--- src/rtl/led_matrix_scan_controller.sv ---
// rtl/led_matrix_scan_controller.sv - time-multiplexed column scan for the status LED matrix
// Captures a frame into a shadow register, then blanks and drives each column in turn.
module led_matrix_scan_controller #(
  parameter int NUM_COLS     = 5,
  parameter int NUM_ROWS     = 7,
  parameter int DWELL_CYCLES = 50000,
  parameter int BLANK_CYCLES = 16
) (
  input  logic                         clk,
  input  logic                         rst_n,
  input  logic                         enable,
  input  logic [NUM_COLS*NUM_ROWS-1:0] image_in,
  output logic [NUM_COLS-1:0]          columns,
  output logic [NUM_ROWS-1:0]          rows,
  output logic [2:0]                   col_index,
  output logic                         frame_start
);

  localparam int IW      = NUM_COLS * NUM_ROWS;
  localparam int MAX_CYC = (DWELL_CYCLES > BLANK_CYCLES) ? DWELL_CYCLES : BLANK_CYCLES;
  localparam int CW      = (MAX_CYC > 1) ? $clog2(MAX_CYC) : 1;
  localparam logic [CW-1:0] BLANK_LAST = CW'(BLANK_CYCLES - 1);
  localparam logic [CW-1:0] DWELL_LAST = CW'(DWELL_CYCLES - 1);
  localparam logic [2:0]    LAST_COL   = 3'(NUM_COLS - 1);

  typedef enum logic [1:0] {ST_IDLE, ST_BLANK, ST_DRIVE} state_t;

  state_t              r_state, w_state_nxt;
  logic [CW-1:0]       r_cnt, w_cnt_nxt;
  logic [IW-1:0]       r_shadow, w_shadow_nxt;
  logic [2:0]          r_col, w_col_nxt;
  logic [NUM_COLS-1:0] r_columns, w_columns_nxt;
  logic [NUM_ROWS-1:0] r_rows, w_rows_nxt;
  logic                r_frame_start, w_frame_start_nxt;

  always_ff @(posedge clk or negedge rst_n) begin
    if (!rst_n) begin
      r_state <= ST_IDLE;
    end else begin
      r_state <= w_state_nxt;
    end
  end

  always_ff @(posedge clk or negedge rst_n) begin
    if (!rst_n) begin
      r_cnt         <= '0;
      r_shadow      <= '0;
      r_col         <= '0;
      r_columns     <= '1;
      r_rows        <= '0;
      r_frame_start <= 1'b0;
    end else begin
      r_cnt         <= w_cnt_nxt;
      r_shadow      <= w_shadow_nxt;
      r_col         <= w_col_nxt;
      r_columns     <= w_columns_nxt;
      r_rows        <= w_rows_nxt;
      r_frame_start <= w_frame_start_nxt;
    end
  end

  // Outputs default to dark; only the DRIVE hold path keeps the lit column.
  always_comb begin
    w_state_nxt       = r_state;
    w_cnt_nxt         = r_cnt;
    w_shadow_nxt      = r_shadow;
    w_col_nxt         = r_col;
    w_columns_nxt     = '1;
    w_rows_nxt        = '0;
    w_frame_start_nxt = 1'b0;
    if (!enable) begin
      w_state_nxt = ST_IDLE;
      w_cnt_nxt   = '0;
      w_col_nxt   = '0;
    end else begin
      case (r_state)
        ST_IDLE: begin
          w_shadow_nxt      = image_in;
          w_col_nxt         = '0;
          w_cnt_nxt         = '0;
          w_state_nxt       = ST_BLANK;
          w_frame_start_nxt = 1'b1;
        end
        ST_BLANK: begin
          if (r_cnt == BLANK_LAST) begin
            w_state_nxt   = ST_DRIVE;
            w_cnt_nxt     = '0;
            w_columns_nxt = ~(NUM_COLS'(1) << r_col);
            w_rows_nxt    = r_shadow[r_col*NUM_ROWS +: NUM_ROWS];
          end else begin
            w_cnt_nxt = r_cnt + 1'b1;
          end
        end
        ST_DRIVE: begin
          if (r_cnt == DWELL_LAST) begin
            w_state_nxt = ST_BLANK;
            w_cnt_nxt   = '0;
            if (r_col == LAST_COL) begin
              w_col_nxt         = '0;
              w_shadow_nxt      = image_in;
              w_frame_start_nxt = 1'b1;
            end else begin
              w_col_nxt = r_col + 3'd1;
            end
          end else begin
            w_cnt_nxt     = r_cnt + 1'b1;
            w_columns_nxt = r_columns;
            w_rows_nxt    = r_rows;
          end
        end
        default: begin
          w_state_nxt = ST_IDLE;
        end
      endcase
    end
  end

  assign columns     = r_columns;
  assign rows        = r_rows;
  assign col_index   = r_col;
  assign frame_start = r_frame_start;

endmodule

--- config.mk ---
export PLATFORM = sky130hd
export DESIGN_NAME = led_matrix_scan_controller
export DESIGN_NICKNAME = d
export VERILOG_FILES = /design/src/rtl/led_matrix_scan_controller.sv
export SDC_FILE = /design/constraint.sdc
export NUM_CORES = 1
export LEC_CHECK = 0
export CAP_MARGIN = 20
export CORE_MARGIN = 3
export CORE_UTILIZATION = 46
export DETAILED_ROUTE_END_ITERATION = 10
export PLACE_DENSITY = 0.69
export SLEW_MARGIN = 20
export SYNTH_ARGS = -nofsm -noshare
export SYNTH_HDL_FRONTEND = slang
export SYNTH_SLANG_ARGS = --single-unit
--- constraint.sdc ---
create_clock -name clk -period 2.3 [get_ports clk]
set_clock_uncertainty 0.05 [all_clocks]
set_input_delay 0.69 -clock clk [delete_from_list [all_inputs] [get_ports clk]]
set_output_delay 0.69 -clock clk [all_outputs]
set_load 0.02 [all_outputs]
==> metrics.cfg <==
[critical_path]
cpLargestDelayFamily = simple AND/OR/NAND/NOR gates
crit_top_cell = or4_4
arrival_ns = 2.72
slowest_delay_ns = 0.56
worstSetupPathType = reg2reg
cp.required_ns = 2.49
start_kind = flip-flop
path_cells = or4_4 -> or4_4 -> nand2_4 -> and3_4 -> buf_16 -> mux2_1
cp_slowest_cell = or4_4
crit_buf_inv = 1
cp-end-kind = flip-flop
crit_path_max_fanout = 17

[clock_network]
htree_num_levels = 3
clock_tree.buffer_depth = 2
numCtsBuffers = 9
clockRootBuffer = clkbuf_8
cts_sinks = 69
clkLatencyLatePin_ns = 0.35
tritoncts = done
cts.clk_slew.worst_paths_ns = 0.08

[timing]
min_period_ns = 2.53
min_period_over_period_pct = 110
setup_slack_ns = -0.231
worstMarginPinSlew_ns = 0.366
relSlewSlack_pct = 75.6
tns_ns = -9.68
rsz0062_at_grt = yes
drv_slew = 0
report.final.setup_viol = 52
hold_slack_ns = 0.293
fmax_mhz = 395
final_hold_viol_count = 0

[place]
gp_congestion = 0.876
hpwl_microns = 5890
io_buffers = 53
place_area_sq_um = 4440

[drt]
viasPerCell = 5.53
drt_iter0_drc = 134
wl_per_cell_microns = 17.5
ant_nets = 0
num_vias = 2849
first_pass_iters = 4
drc = 0
drt_wl_total_microns = 8990

[die]
die_area_sq_um = 8820
rows = 31
coreArea_sq_um = 7370
die_h_microns = 93.9
ios = 54
die_width_microns = 93.9
initial_core_util_pct = 48.2

[synthesis]
synth_seq_cells = 69
netlist_area_sq_um = 3550
synth_top_area_cell = dfrtp_1
synth_seq_area_share_pct = 48.8
synth_edf_count = 0
synth_top_area_share_pct = 45.1
ys.flop_type = dfrtp_1
yosysMostFrequentCell = dfrtp_1
postSynthAreaPerCell_sq_um = 11.4
synthCells = 312
yosysWarnings = 0
synthTopCellsByCount = 64 x dfrtp_1, 34 x nand2_1, 30 x mux2_1
ys_async_sr_fraction_pct = 100
synthTopCellsByArea = dfrtp_1 45%, mux2_1 9.5%, mux4_2 4.4%
syn-num-nets = 359
ys_types = 48

[power]
power_density_nw_per_um2 = 613
leakagePower_nw = 2.16
vdd_drop_max_mv = 0.384
finalPower_w = 0.00309

[global_routing]
first_global_vias = 2831
track_usage_pct = 20.6
grt_max_degree = 70
grt_pass1_wl_microns = 13900
antenna_found_initial = 0
overflow = 0

[finish]
seq_area_sq_um = 1730
synthToLayoutAreaGrowth_pct = 41.5
antennaDiodeCount = 0
layout-drive-gt1-share_pct = 31.0
multi_input_area_sq_um = 1820
nets = 458
post-route-cell-area_sq_um = 5030
nFillCells = 563

[run]
maxCapViolations = 0

[outcome]
violations = negative setup slack
outcome = finished with violations

[worst_hold_path]
min-delay-path-class = in2async

==> cell families after synthesis <==
family / Yosys count / share of synthesized area [%]
compound gates: 56 / 11.7
simple gates: 100 / 14.8
buf+inv: 32 / 4.89
mux: 46 / 16.7
flops: 69 / 48.8
fa+ha+maj: 9 / 3.17
==> area by class of cell <==
cell class                 instances  share of cell area [%]
clock inverter                     6                    1.84
timing repair buffer             108                    21.4
inverter                          12                   0.895
tap                               99                    2.46
sequential                        69                    34.4
multi-input combinational        211                    36.2
clock buffer                      10                    2.74
==> power by group <==
| part | internal, W | switching, W | leakage [nW] |
|---|---|---|---|
| Combinational | 0.000317 | 0.000209 | 1.19 |
| Clock | 0.000648 | 0.000511 | 0.110 |
| Sequential | 0.00133 | 0.0000668 | 0.863 |
==> path summary, 6_finish.rpt <==
path,start,end,slack [ns],cells past startpoint
worst min-delay path,rst_n,rows[4],0.29,2
worst max register to register,r_cnt[10],r_shadow[31],-0.23,6
worst min register to register,rows[2],rows[2],0.43,2
min in group clk,rows[2],rows[2],0.43,2
worst max-delay path,r_cnt[10],r_shadow[31],-0.23,6
max in group asynchronous,rst_n,r_shadow[13],1.60,2
==> per-layer routing <==
layer  wire (microns)  vias to the layer above  GRT usage [%]
met5                0                        -              0
met3              393                       17           4.73
met2             4520                       63           33.7
li1                 -                     1357              -
met4              161                        0           7.94
met1             3920                     1412           26.5
==> flip-flops by register name (all words and copies together) (netlist names) <==
signal	flops
r_cnt	16
r_state	2
columns	5
col_index	3
frame_start	1
r_shadow	35
rows	7
==> per-stage QoR <==
stage | std cells | worst slack [ns] | utilization (%)
after CTS | 508 | -0.232 | 65.4
after global routing | 515 | -0.292 | 68.3
after detailed placement | 484 | -0.248 | 60.2
final | 515 | -0.231 | 68.3
after floorplan | 312 | -0.162 | -
after global placement | 484 | -0.196 | 60.2
==> timing repair <==
action | in CTS | in global routing
buffers inserted | 6 | 6
pin swaps | 1 | 8
hold buffers | 0 | 0
gates cloned | 2 | 1
gates resized for setup | 11 | 35
endpoints found under the setup margin | 57 | 56
==> placed cells by master, fill, tap and decap left out, drive strengths merged, types with 3 or more instances in the layout <==
cell	n
nand3	9
mux2	37
o211ai	6
o221ai	7
inv	13
clkdlybuf4s50	52
buf	55
dfstp	5
nor3	7
o21a	3
a21oi	8
ha	9
nand4	4
dfrtp	64
and2	6
a31oi	4
and3	9
o31ai	7
nand2	34
o21ai	8
clkbuf	11
nor2	11
nor3b	3
o2111ai	5
or4	7
or3	4
mux4	7
Note: power is estimated with default switching activity, not from simulation.
